===== src/rtl/rgb_gray_pipe.sv =====
`default_nettype none
// ============================================================================
// Module      : rgb_gray_pipe
// Description : RGB888 to 8-bit luminance converter. It has three pipeline
//               stages (products, sum, rounded and saturated result), a
//               valid/ready handshake on both sides, and one global stall.
//               It also carries SOF/EOL flags and keeps a per-frame pixel
//               counter.
//               Optional feature macro: GRAY_ROUND_EN (round half up before
//               the result bits are taken; truncation when undefined).
// Revision    : 1.0 - initial release
// ============================================================================
module rgb_gray_pipe #(
   parameter logic [7:0] COEF_R = 8'd77,
   parameter logic [7:0] COEF_G = 8'd150,
   parameter logic [7:0] COEF_B = 8'd29
) (
   input  logic        sys_clk,
   input  logic        sys_rst_n,
   input  logic        in_valid,
   output logic        in_ready,
   input  logic [7:0]  in_r,
   input  logic [7:0]  in_g,
   input  logic [7:0]  in_b,
   input  logic        in_sof,
   input  logic        in_eol,
   output logic        out_valid,
   input  logic        out_ready,
   output logic [7:0]  out_gray,
   output logic        out_sof,
   output logic        out_eol,
   output logic [19:0] pix_cnt
);

`ifdef GRAY_ROUND_EN
   localparam logic [24:0] ROUND_ADD = 25'h000_8000;
`else
   localparam logic [24:0] ROUND_ADD = 25'h000_0000;
`endif

   logic        stall;
   logic        accept;

   // Product format: pixel*coef shifted up by 8, i.e. a 24-bit Q8.16 value
   logic [23:0] prod_r;
   logic [23:0] prod_g;
   logic [23:0] prod_b;

   logic        s1_valid;
   logic        s1_sof;
   logic        s1_eol;
   logic [23:0] s1_prod_r;
   logic [23:0] s1_prod_g;
   logic [23:0] s1_prod_b;

   logic [24:0] sum_next;
   logic        s2_valid;
   logic        s2_sof;
   logic        s2_eol;
   logic [24:0] s2_sum;

   logic [8:0]  gray_field;
   logic [7:0]  gray_sat;

   // A held output freezes the whole pipe; upstream must hold its pixel
   assign stall    = out_valid & ~out_ready;
   assign in_ready = ~stall;
   assign accept   = in_valid & in_ready;

   assign prod_r = {16'(in_r) * 16'(COEF_R), 8'h00};
   assign prod_g = {16'(in_g) * 16'(COEF_G), 8'h00};
   assign prod_b = {16'(in_b) * 16'(COEF_B), 8'h00};

   // The sum wraps modulo 2^25; the rounding add wraps the same way
   assign sum_next   = 25'(s1_prod_r) + 25'(s1_prod_g) + 25'(s1_prod_b);
   assign gray_field = 9'((s2_sum + ROUND_ADD) >> 16);
   assign gray_sat   = gray_field[8] ? 8'hFF : gray_field[7:0];

   // Stage 1: register the three weighted products and the flags
   always_ff @(posedge sys_clk) begin
      if (!sys_rst_n) begin
         s1_valid  <= 1'b0;
         s1_sof    <= 1'b0;
         s1_eol    <= 1'b0;
         s1_prod_r <= '0;
         s1_prod_g <= '0;
         s1_prod_b <= '0;
      end else if (!stall) begin
         s1_valid  <= accept;
         s1_sof    <= in_sof;
         s1_eol    <= in_eol;
         s1_prod_r <= prod_r;
         s1_prod_g <= prod_g;
         s1_prod_b <= prod_b;
      end
   end

   // Stage 2: register the 25-bit sum of the products
   always_ff @(posedge sys_clk) begin
      if (!sys_rst_n) begin
         s2_valid <= 1'b0;
         s2_sof   <= 1'b0;
         s2_eol   <= 1'b0;
         s2_sum   <= '0;
      end else if (!stall) begin
         s2_valid <= s1_valid;
         s2_sof   <= s1_sof;
         s2_eol   <= s1_eol;
         s2_sum   <= sum_next;
      end
   end

   // Stage 3: register the rounded and saturated luminance
   always_ff @(posedge sys_clk) begin
      if (!sys_rst_n) begin
         out_valid <= 1'b0;
         out_sof   <= 1'b0;
         out_eol   <= 1'b0;
         out_gray  <= '0;
      end else if (!stall) begin
         out_valid <= s2_valid;
         out_sof   <= s2_sof;
         out_eol   <= s2_eol;
         out_gray  <= gray_sat;
      end
   end

   // Per-frame pixel counter: SOF pixel restarts at 1, otherwise wraps naturally
   always_ff @(posedge sys_clk) begin
      if (!sys_rst_n) begin
         pix_cnt <= '0;
      end else if (accept) begin
         if (in_sof) begin
            pix_cnt <= 20'd1;
         end else begin
            pix_cnt <= pix_cnt + 20'd1;
         end
      end
   end

endmodule
`default_nettype wire

===== config.mk =====
export PLATFORM = sky130hd
export DESIGN_NAME = rgb_gray_pipe
export DESIGN_NICKNAME = d
export VERILOG_FILES = /design/src/rtl/rgb_gray_pipe.sv
export SDC_FILE = /design/constraint.sdc
export NUM_CORES = 1
export LEC_CHECK = 0
export CORE_MARGIN = 1.5
export CORE_UTILIZATION = 25
export DETAILED_ROUTE_END_ITERATION = 8
export MAX_ROUTING_LAYER = met4
export SLEW_MARGIN = 20
export SYNTH_ARGS = -nofsm -noshare
export SYNTH_HDL_FRONTEND = slang
export SYNTH_SLANG_ARGS = --single-unit

===== constraint.sdc =====
create_clock -name sys_clk -period 12.1 [get_ports sys_clk]
set_input_delay 2.42 -clock sys_clk [delete_from_list [all_inputs] [get_ports sys_clk]]
set_output_delay 2.42 -clock sys_clk [all_outputs]
set_load 0.01 [all_outputs]

* Word level (Yosys, flattened, before mapping) *
Cells that the tools add are included.

storage, ports and cells
  register bits = 105
  bits in latches = 0
  bits in writable memories = 0
  ROM bits = 0
  output and inout port bits = 32
  logic and storage cells = 27
  memories kept = 0

cells by class
  $add $sub $neg = 3
  multiply operators = 3
  divide/modulo/power cells = 0
  magnitude comparators = 0
  eq/ne operators = 0
  shift operators = 0
  muxes and demuxes = 2
  bitwise operators = 4
  reduce and logical (&&, ||, !) cells = 0

operators by type and width
  cell                   number
  $mul 8x7->15 const B   2
  $add 23x24->25         1
  $add 25x21->25         1
  $add 20x1->20 const B  1
  $mux 20                1
  $mul 8x5->13 const B   1
  $mux 8                 1
  $and 1x1->1            2
  $not 1->1              2

* Depth between registers and ports, before layout *
Gate-level depths: netlist of run 1.

  depth in word-level cells = 4
  gate-level depth with buffers = 14
  depth with buffers taken out = 14

* Least setup slack after synthesis of run 1 *
Ideal clock, no wire load.

  kind = in2reg
  from = in in_g[4]
  to = reg s1_prod_g[22]
  setup time = 0.121 ns
  data arrival time = 5.345 ns
  data required time = 11.979 ns
  path slack = 6.635 ns
  stages = 13
  path buffers = 0
  path through = ha_1 -> ha_1 -> inv_1 -> fa_1 -> fa_1 -> inv_1 -> ha_1 -> o21a_1 -> o21a_1 -> and3_1 -> a221oi_2 -> or4_1 -> nand3_1

on the way
  word-level cells in the longest chain between the ends = 1

ends and longest elaborated chain
  what                  RTL line  text
  from (decl)           23        input logic [7:0] in_g,
  $mul 8x7->15          71        assign prod_g = {16'(in_g) * 16'(COEF_G), 8'h00};
  to (signal assigned)  93        s1_prod_g <= prod_g;
  to (decl)             53        logic [23:0] s1_prod_g;

Every way passes these cells.
A chain may end at the register's enable or synchronous reset.

* Final worst setup path of run 1 *
  from = in out_ready
  to = out in_ready

on the way
  word-level cells in the longest chain between the ends = 3

ends and longest elaborated chain
  what         RTL line  text
  from (decl)  28        input logic out_ready,
  $not 1->1    66        assign stall = out_valid & ~out_ready;
  $and 1x1->1  66
  $not 1->1    67        assign in_ready = ~stall;
  to (decl)    21        output logic in_ready,

Every way passes these cells.

==> metrics.md, run 1 <==
| Metric | Value |
|---|---|
| Overall fraction of global-route tracks in use | 0.1112 |
| Number of buffers between clock root and the deepest sink | 2 |
| TritonCTS clock tree | done |
| Number of synthesized flops with an enable pin | 0 |
| Transition time at the pin with the least slew margin | ~0.66 ns |
| RSZ-0062 raised after global routing | no |
| Storage cell area | around 0.0018 mm^2 |
| Number of global-route vias before repair | approximately 5300 |
| Mux cell area share after synthesis | 0.004322 |
| Number of register bits inferred by synthesis | roughly 90 |
| Die Width | between 150 and 200 um |
| Count of endpoints failing hold in the final timing report | 0 |
| Drt via density | between 4 and 5 |
| Post-layout utilization of the core | 0.3047 |
| Worst Slack Setup Final | 4.860 ns |
| Total clock buffers created by CTS | 9 |
| Sum of net half-perimeters after detailed placement | between 10 and 15 mm |
| Pin count of the biggest net entering global routing | 67 |
| Commonest cells after routing, fill and taps aside | sky130_fd_sc_hd__ha_1 (115), sky130_fd_sc_hd__nand2_1 (89), sky130_fd_sc_hd__dfxtp_1 (89) |
| Setup slack after placement | a little under 5 ns |
| Port buffer count | ~60 |
| Post-Synthesis Net Count | 976 |
| Effective utilization at floorplan | 0.2564 |
| Initial antenna violation count | 0 |
| Areal power density over the cells | about 160 mW/mm^2 |
| Routability Congestion | between 0.7 and 0.8 |
| Cell area after synthesis | ~0.0069 mm^2 |
| Crit path arrival time | slightly below 5 ns |
| Maximum fanout count along the critical path | 66 |
| Pre-antenna DRT Iters | 4 |
| Crit. End Element | output port |
| Share of Yosys cell area claimed by the top area cell type | 0.2564 |
| Combinational family with the most area after synthesis | adder cells |
| Fraction of final layout cells sized beyond drive strength 1 | 0.04374 |
| Time the worst path needs with I/O delays and setup | around 7.2 ns |
| Die outline area | 0.02880 mm^2 |
| Overflow left after global routing | 0 |
| Die height | around 170 um |
| Diode count | 0 |
| Clock latency reported for the late side of the worst-skew pair | about 0.35 ns |
| Number of gates resized after CTS | 0 |
| Skew final | ~0.0065 ns |
| Clock sink count | 89 |
| Highest attainable clock frequency | about 0.14 GHz |
| Flip-flop cell with the highest count after synthesis | sky130_fd_sc_hd__dfxtp_1 |
| Post-route ant nets | 0 |
| Depth of the CTS H-tree | 3 |
| Wirelength per Cell | approximately 12 um |
| Layout Area Growth over Synthesis | 18.85% |
| Fraction of the mapped netlist area in compound gates | 0.1374 |
| Type of the worst setup path | input pin to output port |
| Net count, final | between 1000 and 1500 |
| Number of remaining DRC errors | 0 |
| Number of unique standard cell types used by synthesis | 63 |
| Ports placed on the boundary | between 60 and 70 |
| Most common cell type on the critical path | sky130_fd_sc_hd__clkdlybuf4s50_1 |
| Min-delay worst type | flop to flop |
| Post-synthesis cell type with the largest combined area | sky130_fd_sc_hd__dfxtp_1 |
| Worst slew margin relative to its limit | 0.5569 |
| Setup fix buffers added after clock tree synthesis | 0 |
| Floorplan Core Area | around 0.027 mm^2 |
| Warnings from Yosys | 0 |
| Final setup violation count | 0 |
| Total area of multi-input combinational cells | 0.004727 mm^2 |
| First-pass GRT wire length | approximately 25 mm |
| Arithmetic-cell share of the synthesized area counting full adders, half adders and majority gates | 0.3166 |
| CP Data Required Time | 9.68 ns |
| Run status | finished, final reports clean |
| Post-synthesis instance total | 793 |
| Cell row count | 60 |
| Wire length after detailed routing | around 15 mm |
| Simple logic cell fraction of the synthesized area | 0.1792 |
| Most common cell after layout, fill and taps aside | sky130_fd_sc_hd__ha_1 |
| Average footprint of a synthesized cell | ~9 um^2 |
| Leak Pwr | about 3.6 nW |
| Synth Area in XOR/XNOR | 0.04286 |
| Async set-or-reset flop fraction in the synthesized netlist | 0 |
| Crit share post-route | 0.5983 |
| Number of vias after detailed routing | around 5500 |
| Maximum vdd drop | about 0.08 mV |
| Maximum single-stage delay on the critical path | ~0.66 ns |
| Number of fill cells | roughly 2900 |
| Maxcap violations | 0 |
| Max-slew violation count | 0 |
| Cts hold-fix bufs | 0 |
| Clock-pin slew of the registers on the worst-case setup and hold paths | 0.06 ns |
| Cells along the critical path | clkdlybuf4s50_1, nor2b_4, buf_4, clkinv_2, clkdlybuf4s50_1 |
| Critical path startpoint category | input pin |
| Starting DRT DRC Count | between 200 and 300 |
| Clock tree root driver cell | sky130_fd_sc_hd__clkbuf_16 |
| Cell with the biggest individual delay on the critical path | sky130_fd_sc_hd__clkdlybuf4s50_1 |
| Overall power | ~1.3 mW |
| Setup TNS after final layout | 0 ns |
| Synth top area cells | sky130_fd_sc_hd__dfxtp_1 (26%), sky130_fd_sc_hd__ha_1 (21%), sky130_fd_sc_hd__fa_1 (11%), sky130_fd_sc_hd__nand2_1 (4.8%), sky130_fd_sc_hd__a21oi_1 (4.4%) |
| Sequential element share of the synthesized area | 0.2564 |
-- stage by stage --
stage / hold slack [ns] / cell area [um^2] / instances
floorplan: 0.4226 / 6948 / 793
global placement: 0.4390 / 7913 / 1202
detailed placement: 0.4371 / 7913 / 1202
CTS: 0.4512 / 8258 / 1218
global route: 0.4678 / 8258 / 1218
finish: 0.4511 / 8258 / 1218
-- cell usage after synthesis, types with 4 or more instances --
| library cell | count |
|---|---|
| sky130_fd_sc_hd__buf_2 | 5 |
| sky130_fd_sc_hd__buf_6 | 4 |
| sky130_fd_sc_hd__o21bai_1 | 4 |
| sky130_fd_sc_hd__a21oi_1 | 61 |
| sky130_fd_sc_hd__o211ai_1 | 9 |
| sky130_fd_sc_hd__o21a_1 | 6 |
| sky130_fd_sc_hd__nor2_1 | 51 |
| sky130_fd_sc_hd__dfxtp_1 | 89 |
| sky130_fd_sc_hd__nor3_1 | 27 |
| sky130_fd_sc_hd__buf_1 | 4 |
| sky130_fd_sc_hd__nand2_1 | 89 |
| sky130_fd_sc_hd__a21o_1 | 10 |
| sky130_fd_sc_hd__ha_1 | 115 |
| sky130_fd_sc_hd__and2_1 | 4 |
| sky130_fd_sc_hd__a211oi_1 | 6 |
| sky130_fd_sc_hd__nand3_1 | 29 |
| sky130_fd_sc_hd__xor2_1 | 16 |
| sky130_fd_sc_hd__or3_1 | 9 |
| sky130_fd_sc_hd__fa_1 | 38 |
| sky130_fd_sc_hd__inv_1 | 78 |
| sky130_fd_sc_hd__clkbuf_1 | 15 |
| sky130_fd_sc_hd__o21ai_0 | 31 |
| sky130_fd_sc_hd__xnor2_1 | 18 |
| sky130_fd_sc_hd__nand4_1 | 16 |
-- layout make-up --
type	instances	share of cell area
Inverter	79	0.03606
Multi-Input combinational cell	597	0.5724
Clock buffer	11	0.02939
Timing Repair Buffer	65	0.07758
Sequential cell	89	0.2158
Tap cell	372	0.05636
Clock inverter	5	0.01242
-- where the power goes --
part / switching [mW] / internal [mW] / total [mW]
logic: 0.344 / 0.289 / 0.633
clock network: 0.116 / 0.207 / 0.323
registers: 0.0401 / 0.350 / 0.390
total: 0.500 / 0.845 / 1.35
-- critical path, delay by kind of cell --
kind          cells  cell delay (ns)
buf+inv           4             2.21
simple gates      1             0.12
-- kinds of logic (layout without fill, tap and decap cells) --
| group | count (synthesis) | in the layout |
|---|---|---|
| mux | 3 | 3 |
| fa+ha+maj | 153 | 153 |
| compound gates | 153 | 153 |
| flops | 89 | 89 |
| buf+inv | 107 | 160 |
| simple gates | 254 | 254 |
| xor+xnor | 34 | 34 |
-- registers in the layout, summed over array words and instances, names as in the netlist --
signal / count
out_eol: 1
out_gray: 8
out_sof: 1
out_valid: 1
pix_cnt: 20
s1_eol: 1
s1_prod_b: 13
s1_prod_g: 15
s1_prod_r: 15
s1_sof: 1
s1_valid: 1
s2_eol: 1
s2_sof: 1
s2_sum: 9
s2_valid: 1
-- routing by layer --
metal,part of all wire,up-vias,GRT usage
li1,-,2838,-
met1,0.48,2569,0.1387
met2,0.48,68,0.1851
met3,0.035,12,0.02169
met4,0.011,0,0.02539
met5,0,-,-
-- path summary, 6_finish.rpt --
path	startpoint	endpoint	slack [ns]	depth (start not counted)
max	out_ready	in_ready	4.86	5
min	s1_prod_g[11]$_SDFFE_PN0N_	s1_prod_g[11]$_SDFFE_PN0N_	0.45	2
max reg2reg	out_valid$_SDFFE_PN0N_	s1_prod_g[22]$_SDFFE_PN0N_	9.02	8
min reg2reg	s1_prod_g[11]$_SDFFE_PN0N_	s1_prod_g[11]$_SDFFE_PN0N_	0.45	2
No activity file was read; power rests on OpenSTA's default activity.
==> run 2, diff against run 1 <==
Clock period 12.1 ns to 7.29 ns, I/O delays scaled along.
==> run 2 against run 1 <==
Against the previous run: global-route usage grew 0.32 points; non-clock buffer count is the same; sequential share of layout area grew 0.099 points; flip-flop and latch count is the same; critical path type is now input pin to flop; critical endpoint is now s1_prod_g[22]$_SDFFE_PN0N_; largest power group unchanged; highest routed layer unchanged.
==> metrics.md, run 2 (synthesis results as in run 1) <==
| Metric | Value |
|---|---|
| Highest attainable clock frequency | between 0.2 and 0.25 GHz |
| Worst slew margin relative to its limit | 0.4663 (was 0.5569) |
| Initial antenna violation count | 0 (unchanged) |
| Starting DRT DRC Count | 235 (was 285) |
| Type of the worst setup path | input pin to flop (was input pin to output port) |
| Origin of the worst min-delay path | s2_sum[17]$_SDFFE_PN0N_ (was s1_prod_g[11]$_SDFFE_PN0N_) |
| Die Width | 169.7 um (unchanged) |
| Die height | 169.7 um (unchanged) |
| Switching pwr | 0.8585 mW (was 0.5000 mW) |
| Worst reg2reg setup slack | 4.37 ns (was 9.02 ns) |
| Wire length after detailed routing | 15.10 mm (was 14.83 mm) |
| Clock latency reported for the late side of the worst-skew pair | 0.35 ns (about the same) |
| Net count, final | 1024 (unchanged) |
| Capture point of the worst reg-to-reg path | s1_prod_g[22]$_SDFFE_PN0N_ (unchanged) |
| Maxcap violations | 0 (unchanged) |
| Final setup violation count | 0 (unchanged) |
| Largest register by flop count | pix_cnt (unchanged) |
| Depth of the CTS H-tree | 3 (unchanged) |
| Post-route ant nets | 0 (unchanged) |
| Time the worst path needs with I/O delays and setup | approximately 4.9 ns |
| Number of gates resized after CTS | 0 (unchanged) |
| Cell row count | 60 (unchanged) |
| Count of endpoints failing hold in the final timing report | 0 (unchanged) |
| Clock share of power | 0.220 (was 0.240) |
| Critical path startpoint category | input pin (unchanged) |
| Drt via density | 4.546 (was 4.505) |
| Switching Share | 0.3915 (was 0.3716) |
| End of the worst hold path | s2_sum[17]$_SDFFE_PN0N_ (was s1_prod_g[11]$_SDFFE_PN0N_) |
| Number of placed cells counting well taps | 1202 (unchanged) |
| Setup fix buffers added after clock tree synthesis | 0 (unchanged) |
| Skew final | 0.008466 ns (was 0.006513 ns) |
| CP Data Required Time | 7.53 ns (was 9.68 ns) |
| Overall fraction of global-route tracks in use | 0.1143 (was 0.1112) |
| Wirelength per Cell | 12.40 um (was 12.18 um) |
| Die outline area | 0.02880 mm^2 (unchanged) |
| Most common cell type on the critical path | sky130_fd_sc_hd__ha_1 (was sky130_fd_sc_hd__clkdlybuf4s50_1) |
| Cell Int Power | 1.334 mW (was 0.8454 mW) |
| Pin count of the biggest net entering global routing | 77 (was 67) |
| Cell depth of the worst hold path | 2 (unchanged) |
| Transition time at the pin with the least slew margin | 0.8006 ns (was 0.6630 ns) |
| Number of buffers between clock root and the deepest sink | 2 (unchanged) |
| Maximum single-stage delay on the critical path | 0.55 ns (was 0.66 ns) |
| Effective utilization at floorplan | 0.2564 (unchanged) |
| Largest register FFs | 20 (unchanged) |
| Crit share post-route | 0.6676 |
| Clock sink count | 89 (unchanged) |
| Worst Hold Slack | 0.4418 ns (was 0.4511 ns) |
| Clock tree root driver cell | sky130_fd_sc_hd__clkbuf_16 (unchanged) |
| Run status | finished, final reports clean (unchanged) |
| Crit path arrival time | 5.10 ns (was 4.82 ns) |
| Most common cell after layout, fill and taps aside | sky130_fd_sc_hd__ha_1 (unchanged) |
| Floorplan Core Area | 0.02710 mm^2 (unchanged) |
| RSZ-0062 raised after global routing | no (unchanged) |
| Reg2reg start | out_valid$_SDFFE_PN0N_ (unchanged) |
| Cells along the critical path | clkdlybuf4s50_1, ha_1, ha_1, inv_1, fa_1, fa_1, inv_1, ha_1, o21a_1, o21a_1, and3_1, a221oi_2, or4_1, nand3_1 (was clkdlybuf4s50_1, nor2b_4, buf_4, clkinv_2, clkdlybuf4s50_1) |
| Port buffer count | 61 (unchanged) |
| Clock-pin slew of the registers on the worst-case setup and hold paths | 0.07 ns (was 0.06 ns) |
| Final cell area excluding filler cells | 0.008220 mm^2 (was 0.008258 mm^2) |
| Final std cells w/o fill | 1218 (unchanged) |
| Layout Area Growth over Synthesis | 18.31% (was 18.85%) |
| Total clock buffers created by CTS | 9 (unchanged) |
| Areal power density over the cells | 266.7 mW/mm^2 (was 162.9 mW/mm^2) |
| Min-delay worst type | flop to flop (unchanged) |
| Diode count | 0 (unchanged) |
| Overflow left after global routing | 0 (unchanged) |
| Dpl cell area | 0.007913 mm^2 (unchanged) |
| Leak Pwr | 3.609 nW (was 3.630 nW) |
| Top flop regs | pix_cnt (20), s1_prod_g (15), s1_prod_r (15) (unchanged) |
| Number of global-route vias before repair | 5408 (was 5265) |
| Commonest cells after routing, fill and taps aside | sky130_fd_sc_hd__ha_1 (115), sky130_fd_sc_hd__nand2_1 (89), sky130_fd_sc_hd__dfxtp_1 (89) (unchanged) |
| Pre-antenna DRT Iters | 4 (unchanged) |
| Sum of net half-perimeters after detailed placement | 11.56 mm (was 11.58 mm) |
| First-pass GRT wire length | 25.94 mm (was 25.15 mm) |
| Post-layout utilization of the core | 0.3033 (was 0.3047) |
| Maximum fanout count along the critical path | 5 (was 66) |
| Fraction of final layout cells sized beyond drive strength 1 | 0.04492 (was 0.04374) |
| Combinational fraction of design power | 0.485 (was 0.470) |
| Number of cells on the worst reg-to-reg path | 7 (was 8) |
| Number of remaining DRC errors | 0 (unchanged) |
| Setup TNS after final layout | 0 ns (unchanged) |
| Cts hold-fix bufs | 0 (unchanged) |
| Maximum vdd drop | 0.1254 mV (was 0.07988 mV) |
| Worst Slack Setup Final | 2.424 ns (was 4.860 ns) |
| Number of fill cells | 2878 (was 2850) |
| Setup slack after placement | 2.094 ns (was 4.853 ns) |
| Part of the total power dissipated in sequential elements | 0.295 (was 0.290) |
| TritonCTS clock tree | done (unchanged) |
| Cell with the biggest individual delay on the critical path | sky130_fd_sc_hd__clkdlybuf4s50_1 (unchanged) |
| Number of vias after detailed routing | 5537 (was 5487) |
| Overall power | 2.193 mW (was 1.345 mW) |
| Routability Congestion | 0.7922 (was 0.7905) |
| Ports placed on the boundary | 62 (unchanged) |
| Crit. End Element | flop (was output port) |
| Max-slew violation count | 0 (unchanged) |
-- run 2: cell types whose count changed in the layout (fill, tap and decap cells not counted), sizes merged --
| cell | delta |
|---|---|
| inv | +4 |
| bufinv | -2 |
| clkbuf | -2 |
| clkinv | -1 |
| clkinvlp | +1 |
-- run 2: how the worst max path moves through the flow --
| stage | start | end | slack, ns |
|---|---|---|---|
| 2_1_floorplan | in_g[4] | s1_prod_g[22]$_SDFFE_PN0N_ | 2.79 |
| 3_3_place_gp | in_g[4] | s1_prod_g[22]$_SDFFE_PN0N_ | 2.13 |
| 3_5_place_dp | in_g[4] | s1_prod_g[22]$_SDFFE_PN0N_ | 2.09 |
| 4_1_cts | in_g[4] | s1_prod_g[22]$_SDFFE_PN0N_ | 2.45 |
| 5_1_grt | in_g[6] | s1_prod_g[22]$_SDFFE_PN0N_ | 2.27 |
| 6_report | in_g[6] | s1_prod_g[22]$_SDFFE_PN0N_ | 2.42 |
-- run 2: final cells by class --
| class | count | area, um^2 | share of cell area |
|---|---|---|---|
| well taps | 372 | 465.4 | 0.05662 |
| inverters | 79 | 297.8 | 0.03623 |
| clock buffers | 9 | 225.2 | 0.02740 |
| multi-input cells | 597 | 4727 | 0.5750 |
| repair buffers | 65 | 640.6 | 0.07793 |
| clock inverters | 7 | 82.58 | 0.01005 |
| flip-flops and latches | 89 | 1782 | 0.2167 |
-- run 2: routing by layer --
layer,share of wire,GRT usage
met5,0,-
met4,0.011,0.03001
met3,0.031,0.01772
met2,0.47,0.1917
met1,0.48,0.1429
-- run 2: power groups by stage --
stage / clock, mW / sequential (mW) / combinational (mW)
2_1_floorplan: 0 / 0.644 / 0.827
3_3_place_gp: 0 / 0.657 / 1.05
3_5_place_dp: 0 / 0.660 / 1.07
4_1_cts: 0.499 / 0.649 / 1.07
5_1_grt: 0.522 / 0.660 / 1.23
6_report: 0.482 / 0.646 / 1.06
-- run 2: worst max-delay path, delay by kind of cell --
kind	cells	cell delay [ns]
adder cells (fa/ha/maj)	5	1.89
AO/OA/AOI/OAI	3	0.67
buffers and inverters	3	0.65
AND/OR/NAND/NOR	3	0.42
